<file path="config.mk">
export PLATFORM = sky130hd
export DESIGN_NAME = pipe_bar_elastic
export DESIGN_NICKNAME = d
export VERILOG_FILES = /design/src/rtl/pipe_bar_elastic.sv
export SDC_FILE = /design/constraint.sdc
export NUM_CORES = 1
export LEC_CHECK = 0
export CAP_MARGIN = 20
export CORE_UTILIZATION = 41
export DETAILED_ROUTE_END_ITERATION = 8
export PLACE_DENSITY = 0.68
export REMOVE_ABC_BUFFERS = 1
export SYNTH_ARGS = -nofsm -noshare
export SYNTH_HDL_FRONTEND = slang
export SYNTH_SLANG_ARGS = --single-unit
</file>
<file path="constraint.sdc">
create_clock -name step_clk -period 13.3 [get_ports step_clk]
set_input_delay 2.66 -clock step_clk [delete_from_list [all_inputs] [get_ports step_clk]]
set_output_delay 2.66 -clock step_clk [all_outputs]
set_load 0.05 [all_outputs]
</file>
<file path="src/rtl/pipe_bar_elastic.sv">
// Elastic pipeline barrier: two-entry skid buffer with flush, hold and a registered in_ready.
// Optional performance counters (stall_cnt, flush_cnt) are built when BAR_PERF_CNT_EN is defined.
module pipe_bar_elastic #(
  parameter int DATA_W = 138,
  parameter int CTRL_W = 5,
  parameter int CNT_W  = 16
) (
  input  logic              step_clk,
  input  logic              reset,
  input  logic              in_valid,
  output logic              in_ready,
  input  logic [DATA_W-1:0] in_data,
  input  logic [CTRL_W-1:0] in_ctrl,
  output logic              out_valid,
  input  logic              out_ready,
  output logic [DATA_W-1:0] out_data,
  output logic [CTRL_W-1:0] out_ctrl,
  input  logic              flush,
  input  logic              hold,
`ifdef BAR_PERF_CNT_EN
  output logic [1:0]        occupancy,
  output logic [CNT_W-1:0]  stall_cnt,
  output logic [CNT_W-1:0]  flush_cnt
`else
  output logic [1:0]        occupancy
`endif
);

  typedef enum logic [1:0] {EMPTY = 2'd0, ONE = 2'd1, FULL = 2'd2} state_t;

  state_t            state;
  logic [DATA_W-1:0] main_data, skid_data;
  logic [CTRL_W-1:0] main_ctrl, skid_ctrl;
  logic              in_ready_r;
  logic              freeze;
  logic              in_fire, out_fire;

  // flush outranks hold, so a frozen barrier can still be squashed
  assign freeze    = hold & ~flush;
  assign in_ready  = in_ready_r & ~freeze;
  assign out_valid = (state != EMPTY) & ~freeze;
  assign out_ctrl  = out_valid ? main_ctrl : '0;
  assign out_data  = main_data;
  assign occupancy = state;
  assign in_fire   = in_valid & in_ready;
  assign out_fire  = out_valid & out_ready;

  always_ff @(posedge step_clk or posedge reset) begin
    if (reset) begin
      state      <= EMPTY;
      in_ready_r <= 1'b0;
      main_data  <= '0;
      main_ctrl  <= '0;
      skid_data  <= '0;
      skid_ctrl  <= '0;
    end else if (flush) begin
      state      <= EMPTY;
      in_ready_r <= 1'b1;
    end else begin
      in_ready_r <= 1'b1;
      case (state)
        EMPTY: begin
          if (in_fire) begin
            main_data <= in_data;
            main_ctrl <= in_ctrl;
            state     <= ONE;
          end
        end
        ONE: begin
          case ({in_fire, out_fire})
            2'b10: begin
              skid_data  <= in_data;
              skid_ctrl  <= in_ctrl;
              state      <= FULL;
              in_ready_r <= 1'b0;
            end
            2'b01: state <= EMPTY;
            2'b11: begin
              main_data <= in_data;
              main_ctrl <= in_ctrl;
            end
            default: ;
          endcase
        end
        FULL: begin
          // in_ready is low here, so only a drain can move the state
          if (out_fire) begin
            main_data <= skid_data;
            main_ctrl <= skid_ctrl;
            state     <= ONE;
          end else begin
            in_ready_r <= 1'b0;
          end
        end
        default: state <= EMPTY;
      endcase
    end
  end

`ifdef BAR_PERF_CNT_EN
  always_ff @(posedge step_clk or posedge reset) begin
    if (reset) begin
      stall_cnt <= '0;
      flush_cnt <= '0;
    end else begin
      if (out_valid && !out_ready && stall_cnt != '1)
        stall_cnt <= stall_cnt + 1'b1;
      if (flush && state != EMPTY && flush_cnt != '1)
        flush_cnt <= flush_cnt + 1'b1;
    end
  end
`else
  logic unused_cnt_w;
  assign unused_cnt_w = ^CNT_W;
`endif

endmodule

</file>
==> results.py, run 1 <==
metrics = {
    "status": {
        "status": "completed",
    },
    "cts": {
        "clock_sinks": 289,
        "numCtsBuffers": 31,
        "clock_latency_ns": 0.55,
        "clock-root-buffer": "clkbuf_16",
        "cts.clk_slew.worst_paths_ns": 0.06,
        "cts_resized": 0,
        "htree_levels": 1,
        "clk_path_buf_depth": 3,
        "cts_tree": "done",
        "postCtsSetupBuffers": 0,
        "hold_buffers": 0,
    },
    "floorplan": {
        "io_pins": 296,
        "die_area_um2": 32000,
        "fp.coreArea_um2": 30700,
        "die_width_um": 179,
        "start_util": 0.418,
        "rows": 64,
        "die_height_um": 179,
    },
    "global_route": {
        "antenna_found_initial": 0,
        "track_usage": 0.170,
        "grt.overflow.total": 0,
        "grt_max_degree": 143,
        "grt_pass1_wl_um": 43300,
        "grt_pass1_vias": 7871,
    },
    "pwr": {
        "p_per_area_nw_per_um2": 261,
        "total_leakage_power_nw": 7.28,
        "ir_drop_mv": 0.153,
        "p_total_mw": 4.47,
    },
    "route": {
        "wirelength_um": 27400,
        "drc": 0,
        "drt_pass1_iterations": 4,
        "drt_iter0_markers": 302,
        "via_per_inst": 4.99,
        "routed-via-count": 7531,
        "detail_route.wl_per_cell_um": 18.2,
        "ant_nets": 0,
    },
    "critical_path": {
        "endpoint": "out_ctrl[0]",
        "path_max_fanout": 7,
        "r2r_start": "occupancy[0]",
        "critPathMostFrequentCell": "clkdlybuf4s50_1",
        "start_kind": "input port",
        "critical_path_class": "input port to output port",
        "r2r_setup_slack_ns": 9.80,
        "critical_path.cell_chain": "clkdlybuf4s50_1, nor2b_1, nor2_1, and2_1, clkdlybuf4s50_1",
        "endpoint_kind": "output port",
        "timing.rr.end": "out_data[83]",
        "ff2ff_path_depth": 6,
        "cp.required_ns": 10.64,
        "slowest_stage": "clkdlybuf4s50_1",
        "cpPeakStageDelay_ns": 0.81,
        "cp-startpoint": "flush",
        "cp.arrival_ns": 4.75,
    },
    "sta": {
        "finalCriticalPeriod_ns": 7.41,
        "fmax_ghz": 0.135,
        "rsz0062_at_grt": "false",
        "timing.final.crit_share": 0.557,
        "finalWorstSetupSlack_ns": 5.89,
        "worstMarginPinSlew_ns": 1.13,
        "hold_viol_final": 0,
        "clock-skew-final_ns": 0.0134,
        "final-setup-viol-count": 0,
        "slew_violations": 0,
        "timing.hold.ws_ns": 0.499,
        "slew_headroom": 0.247,
    },
    "final_layout": {
        "fin_util": 0.558,
        "fillers": 2542,
        "syn_to_final_growth_pct": 33.6,
        "multiInputGateArea_um2": 5320,
        "nets": 1244,
        "drive_above_1_share": 0.437,
        "final-seq-area_um2": 7230,
        "diodes": 0,
    },
    "place": {
        "io_buffers": 295,
        "routabilityCongestion": 0.719,
        "dpl_worst_slack_ns": 5.90,
        "dp_hpwl_um": 17300,
    },
    "synth": {
        "synth_seq_cells": 289,
        "synth_cell_types": 29,
        "netlist_area_um2": 12800,
        "synth_area_per_cell_um2": 16.0,
        "ys_seq_area_frac": 0.565,
        "syn_inst": 803,
        "yosys_warnings": 0,
    },
    "job": {
        "maxCapViolations": 0,
    },
    "worst_hold_path": {
        "hold-path-cell-count": 1,
        "hold_start": "main_ctrl[1]",
        "hp-class": "register to register",
    },
}
cell families (layout without fill, tap and decap cells):
kind of cell / count (synthesis) / after routing / share of synthesized area
mux: 429 / 429 / 0.394
flops: 289 / 289 / 0.565
buf+inv: 51 / 362 / 0.0228
simple gates: 22 / 22 / 0.0103
compound gates: 9 / 9 / 0.00518
fa+ha+maj: 3 / 3 / 0.00293
cell type report:
class                           count  share of cell area
Clock buffer                       48              0.0526
Clock inverter                      7             0.00643
Inverter                            3             0.00110
Multi-Input combinational cell    463               0.311
Sequential cell                   289               0.423
Tap cell                          396              0.0290
Timing Repair Buffer              304               0.178
how the worst min path moves through the flow:
| stage | end | slack (ns) |
|---|---|---|
| floorplan | main_ctrl[0] | 0.47 |
| global placement | skid_data[65] | 0.48 |
| detailed placement | skid_data[98] | 0.49 |
| CTS | main_ctrl[1] | 0.50 |
| global route | skid_data[99] | 0.51 |
| finish | main_ctrl[1] | 0.50 |
state kept, by name, summed over array words and instances, names as in the netlist:
signal      cells
out_data      138
skid_data     138
main_ctrl       5
skid_ctrl       5
occupancy       2
in_ready_r      1
metal layers:
| layer | up-vias | wire length (um) | global-route usage |
|---|---|---|---|
| met2 | 204 | 12200 | 0.264 |
| met5 | - | 0 | 0 |
| met4 | 0 | 452 | 0.0385 |
| met3 | 38 | 2470 | 0.0600 |
| met1 | 3825 | 12300 | 0.228 |
| li1 | 3464 | - | - |
report_power, final:
part           switching (mW)  total, mW  internal (mW)
combinational            1.17       2.08          0.907
clock                   0.336      0.854          0.518
sequential              0.213       1.54           1.33
total                    1.72       4.47           2.75
critical path, delay by kind of cell:
kind	cells	cell delay, ns
buf+inv	2	1.44
simple gates	3	0.64
cell usage in the layout (no fill, tap or decap), drive strengths merged, types with 4 or more instances in the layout:
cell type / count
and2: 7
buf: 9
clkbuf: 48
clkdlybuf4s50: 295
clkinv: 4
dfrtp: 289
mux2: 429
per-stage QoR:
step / TNS, ns / instances / area (um2)
floorplan: -0.233 / 755 / 12500
detailed placement: 0 / 1454 / 16100
global placement: 0 / 1454 / 16100
global route: 0 / 1510 / 17100
finish: 0 / 1510 / 17100
CTS: 0 / 1509 / 17100
Yosys cell counts (all sizes together):
| cell type | instances | area (um2) |
|---|---|---|
| a311o | 1 | 10.0 |
| buf | 32 | 220 |
| o2bb2ai | 1 | 8.76 |
| nand4b | 1 | 8.76 |
| nand4 | 2 | 12.5 |
| nand2b | 1 | 6.26 |
| a21boi | 2 | 15.0 |
| dfrtp | 289 | 7230 |
| o21ai | 1 | 5.00 |
| or3 | 1 | 6.26 |
| nor2b | 2 | 12.5 |
| a21oi | 1 | 5.00 |
| a31oi | 1 | 6.26 |
| nand3 | 1 | 5.00 |
| nand2 | 2 | 7.51 |
| and2 | 7 | 43.8 |
| or3b | 2 | 17.5 |
| inv | 3 | 11.3 |
| ha | 3 | 37.5 |
| mux2 | 429 | 5050 |
| a211oi | 1 | 7.51 |
| clkbuf | 16 | 60.1 |
| nor2 | 3 | 11.3 |
| a311oi | 1 | 8.76 |
Power figures use the tool's default switching activity.
==> run 2: changes to the inputs <==
clock period = 6.9 ns   (was 13.3 ns; I/O delays follow)
==> run 2 against run 1 <==
Against the previous run:
- power is 95% higher
- design area up 0.36%
- sequential power grew 94%
- sequential share of layout area decreased by 0.15 points
- core utilization increased by 0.20 points
- hold slack lost 0.0030 ns
- clock skew is 0.011 ns higher
- largest cell class unchanged
==> results.py, run 2 (synthesis gave the netlist of run 1 again) <==
metrics = {
    "sta": {
        "finalCriticalPeriod_ns": 4.86,
        "worstMarginPinSlew_ns": 1.11,
        "hold_viol_final": 0,
        "fmax_ghz": 0.206,
        "rsz0062_at_grt": "false",
        "clock-skew-final_ns": 0.0249,
        "slew_violations": 0,
        "final-setup-viol-count": 0,
        "slew_headroom": 0.260,
        "timing.final.crit_share": 0.705,
    },
    "cts": {
        "htree_levels": 2,
        "postCtsSetupBuffers": 0,
        "clock_sinks": 289,
        "cts_resized": 0,
        "clk_path_buf_depth": 3,
        "hold_buffers": 0,
        "clock-root-buffer": "clkbuf_16",
        "numCtsBuffers": 34,
        "cts_tree": "done",
        "clock_latency_ns": 0.51,
        "cts.clk_slew.worst_paths_ns": 0.06,
    },
    "place": {
        "io_buffers": 295,
        "routabilityCongestion": 0.719,
        "dp.cells": 1453,
        "dp_hpwl_um": 16900,
    },
    "final_layout": {
        "syn_to_final_growth_pct": 34.1,
        "fin_util": 0.560,
        "finalNonFillerCells": 1512,
        "final_cell_mix": "mux2_2 (370), clkdlybuf4s50_1 (295), dfrtp_1 (289)",
        "diodes": 0,
        "multiInputGateArea_um2": 5320,
        "fillers": 2529,
        "drive_above_1_share": 0.441,
        "layout_commonest_cell": "mux2_2",
        "final-seq-area_um2": 7230,
        "nets": 1245,
    },
    "worst_hold_path": {
        "holdPathEnd": "main_ctrl[1]",
        "hold_start": "main_ctrl[1]",
        "hp-class": "register to register",
        "hold-path-cell-count": 1,
    },
    "floorplan": {
        "rows": 64,
        "io_pins": 296,
        "fp.coreArea_um2": 30700,
        "die_height_um": 179,
        "die_width_um": 179,
        "start_util": 0.418,
        "die_area_um2": 32000,
    },
    "critical_path": {
        "r2r_start": "occupancy[0]",
        "endpoint_kind": "output port",
        "timing.rr.end": "skid_data[15]",
        "ff2ff_path_depth": 7,
        "r2r_setup_slack_ns": 3.34,
        "cp.required_ns": 5.52,
        "critical_path_class": "input port to output port",
        "path_max_fanout": 7,
        "cp.arrival_ns": 3.48,
        "start_kind": "input port",
    },
    "route": {
        "drt_iter0_markers": 325,
        "via_per_inst": 4.98,
        "wirelength_um": 27600,
        "ant_nets": 0,
        "drt_pass1_iterations": 4,
        "detail_route.wl_per_cell_um": 18.3,
        "drc": 0,
        "routed-via-count": 7532,
    },
    "global_route": {
        "grt.overflow.total": 0,
        "grt_pass1_wl_um": 44000,
        "grt_max_degree": 144,
        "track_usage": 0.173,
        "antenna_found_initial": 0,
        "grt_pass1_vias": 7979,
    },
    "job": {
        "maxCapViolations": 0,
    },
    "pwr": {
        "total_leakage_power_nw": 7.31,
        "p_total_mw": 8.72,
        "p_per_area_nw_per_um2": 508,
        "ir_drop_mv": 0.281,
    },
    "status": {
        "status": "completed",
    },
}
==> run 2: area by class of cell <==
| cell class | count | share of cell area |
|---|---|---|
| multi-input combinational | 463 | 0.310 |
| clock inverter | 9 | 0.00459 |
| clock buffer | 50 | 0.0584 |
| tap | 396 | 0.0288 |
| sequential | 289 | 0.421 |
| inverter | 3 | 0.00109 |
| timing repair buffer | 302 | 0.176 |
==> run 2: worst max-delay path by stage <==
stage / start / to / slack [ns]
2_1_floorplan: occupancy[0] / main_ctrl[0] / -6.40
3_3_place_gp: flush / out_ctrl[1] / 2.08
3_5_place_dp: flush / out_ctrl[1] / 2.04
4_1_cts: flush / out_ctrl[1] / 2.02
5_1_grt: flush / out_ctrl[1] / 1.90
6_report: flush / out_ctrl[1] / 2.04
==> run 2: metrics by stage <==
stage | hold slack [ns] | instance area [um2] | setup WS [ns] | TNS [ns]
after global placement | 0.481 | 16100 | 2.08 | 0
final | 0.496 | 17200 | 2.04 | 0
after detailed placement | 0.488 | 16100 | 2.04 | 0
after global routing | 0.514 | 17200 | 1.90 | 0
after floorplan | 0.472 | 12500 | -6.40 | -1625.61
after CTS | 0.501 | 17200 | 2.02 | 0
==> run 2: worst max-delay path, stage by stage <==
cell and delay (ns):
clkdlybuf4s50_1 0.64, nor2b_1 0.12, nor2_1 0.34, and2_1 0.20, clkdlybuf4s50_1 0.80
==> run 2: routing by layer <==
| layer | vias up | routed length, um | GRT usage |
|---|---|---|---|
| li1 | 3479 | - | - |
| met1 | 3795 | 12000 | 0.229 |
| met2 | 211 | 12300 | 0.264 |
| met3 | 47 | 2710 | 0.0670 |
| met4 | 0 | 572 | 0.0487 |
| met5 | - | 0 | 0 |
==> run 2: power by group <==
group / internal [mW] / switching, mW / total (mW)
Combinational: 1.75 / 2.26 / 4.01
Clock: 1.04 / 0.691 / 1.73
Sequential: 2.56 / 0.421 / 2.98
Total: 5.35 / 3.37 / 8.72
==> run 3: changes to the inputs <==
PLACE_DENSITY = 0.7   (was 0.68)
clock period = 4.2 ns   (was 6.9 ns; I/O delays follow)
==> run 3 against run 2 <==
Against the previous run:
- core utilization grew 0.36 points
- design area grew 0.65%
- sequential power grew 64%
- routed wire length shrank 1.2%
- clock power grew 68%
- combinational power grew 65%
==> results.py, run 3 (synthesis gave the netlist of run 1 again) <==
metrics = {
    "worst_hold_path": {
        "hold_start": "skid_data[68]",
        "holdPathEnd": "skid_data[68]",
        "hp-class": "register to register",
        "hold-path-cell-count": 1,
    },
    "route": {
        "via_per_inst": 4.97,
        "drc": 0,
        "ant_nets": 0,
        "detail_route.wl_per_cell_um": 18.0,
        "routed-via-count": 7525,
        "drt_iter0_markers": 233,
        "drt_pass1_iterations": 4,
        "wirelength_um": 27300,
    },
    "sta": {
        "timing.final.crit_share": 0.864,
        "final-setup-viol-count": 0,
        "clock-skew-final_ns": 0.0297,
        "slew_headroom": 0.508,
        "finalCriticalPeriod_ns": 3.63,
        "slew_violations": 0,
        "worstMarginPinSlew_ns": 0.737,
        "rsz0062_at_grt": "false",
        "hold_viol_final": 0,
        "fmax_ghz": 0.276,
        "finalWorstSetupSlack_ns": 0.573,
        "setup_tns_ns": 0,
    },
    "critical_path": {
        "cp.buffers_inverters": 2,
        "path_max_fanout": 7,
        "slowest_stage": "clkdlybuf4s50_1",
        "start_kind": "input port",
        "endpoint_kind": "output port",
        "r2r_setup_slack_ns": 1.53,
        "cp.required_ns": 3.36,
        "timing.rr.end": "skid_data[109]",
        "critical_path_class": "input port to output port",
        "r2r_start": "occupancy[0]",
        "crit_family": "buffers and inverters",
        "cp.arrival_ns": 2.79,
        "cpPeakStageDelay_ns": 0.79,
        "ff2ff_path_depth": 7,
        "critPathMostFrequentCell": "clkdlybuf4s50_1",
        "critical_path.cell_chain": "clkdlybuf4s50_1, nor2b_1, nor2_1, and2_1, clkdlybuf4s50_1",
    },
    "floorplan": {
        "die_height_um": 179,
        "io_pins": 296,
        "rows": 64,
        "start_util": 0.418,
        "die_width_um": 179,
        "die_area_um2": 32000,
        "fp.coreArea_um2": 30700,
    },
    "global_route": {
        "grt_max_degree": 101,
        "grt_pass1_wl_um": 42700,
        "grt.overflow.total": 0,
        "grt_pass1_vias": 7754,
        "track_usage": 0.169,
        "antenna_found_initial": 0,
    },
    "place": {
        "placed_area_um2": 16200,
        "routabilityCongestion": 0.752,
        "dpl_worst_slack_ns": 0.579,
        "dp_hpwl_um": 17400,
        "io_buffers": 295,
    },
    "cts": {
        "postCtsSetupBuffers": 0,
        "cts.clk_slew.worst_paths_ns": 0.06,
        "cts_tree": "done",
        "clock_sinks": 289,
        "cts_resized": 0,
        "clk_path_buf_depth": 3,
        "hold_buffers": 0,
        "clock_latency_ns": 0.57,
        "clock-root-buffer": "clkbuf_16",
        "htree_levels": 1,
        "numCtsBuffers": 31,
    },
    "final_layout": {
        "fillers": 2486,
        "syn_to_final_growth_pct": 34.9,
        "diodes": 0,
        "drive_above_1_share": 0.445,
        "nets": 1244,
        "final_cell_mix": "mux2_2 (370), clkdlybuf4s50_1 (295), dfrtp_1 (289)",
        "final_area_um2": 17300,
        "layout_commonest_cell": "mux2_2",
    },
    "status": {
        "status": "completed",
    },
    "job": {
        "maxCapViolations": 0,
    },
    "pwr": {
        "p_per_area_nw_per_um2": 832,
        "total_leakage_power_nw": 7.37,
        "ir_drop_mv": 0.606,
    },
}
[run 3: layout make-up]
cell class | instances | area (um2) | share of cell area
Clock inverter | 11 | 159 | 0.00919
Multi-Input combinational cell | 463 | 5320 | 0.308
Inverter | 3 | 18.8 | 0.00109
Tap cell | 396 | 495 | 0.0287
Clock buffer | 47 | 956 | 0.0553
Timing Repair Buffer | 304 | 3110 | 0.180
Sequential cell | 289 | 7230 | 0.418
[run 3: metal layers]
layer | global-route usage | share of wire | vias up
li1 | - | - | 3468
met4 | 0.0403 | 0.020 | 0
met1 | 0.228 | 0.44 | 3812
met5 | 0 | 0 | -
met2 | 0.258 | 0.46 | 209
met3 | 0.0619 | 0.085 | 36
[run 3: worst max path at each step]
stage	to	cells past startpoint	slack (ns)	from
after floorplan	main_ctrl[0]	5	-9.10	occupancy[0]
final	out_ctrl[4]	5	0.57	flush
after detailed placement	out_ctrl[4]	5	0.58	flush
after global routing	out_ctrl[3]	5	0.47	flush
after global placement	out_ctrl[3]	5	0.61	flush
after CTS	out_ctrl[4]	5	0.57	flush
[run 3: power breakdown]
part / leakage [nW] / internal, mW / switching [mW] / total [mW]
Sequential: 3.49 / 4.20 / 0.683 / 4.89
Clock: 0.558 / 1.80 / 1.10 / 2.90
Combinational: 3.32 / 2.88 / 3.72 / 6.60
Total: 7.37 / 8.89 / 5.50 / 14.4
[run 3: stage by stage]
step	instances	hold slack [ns]	util	total power, mW
after floorplan	755	0.472	-	9.60
after CTS	1513	0.502	0.564	14.6
after detailed placement	1455	0.487	0.527	11.6
after global placement	1455	0.481	0.527	11.4
final	1513	0.499	0.564	14.4
after global routing	1513	0.508	0.564	15.1
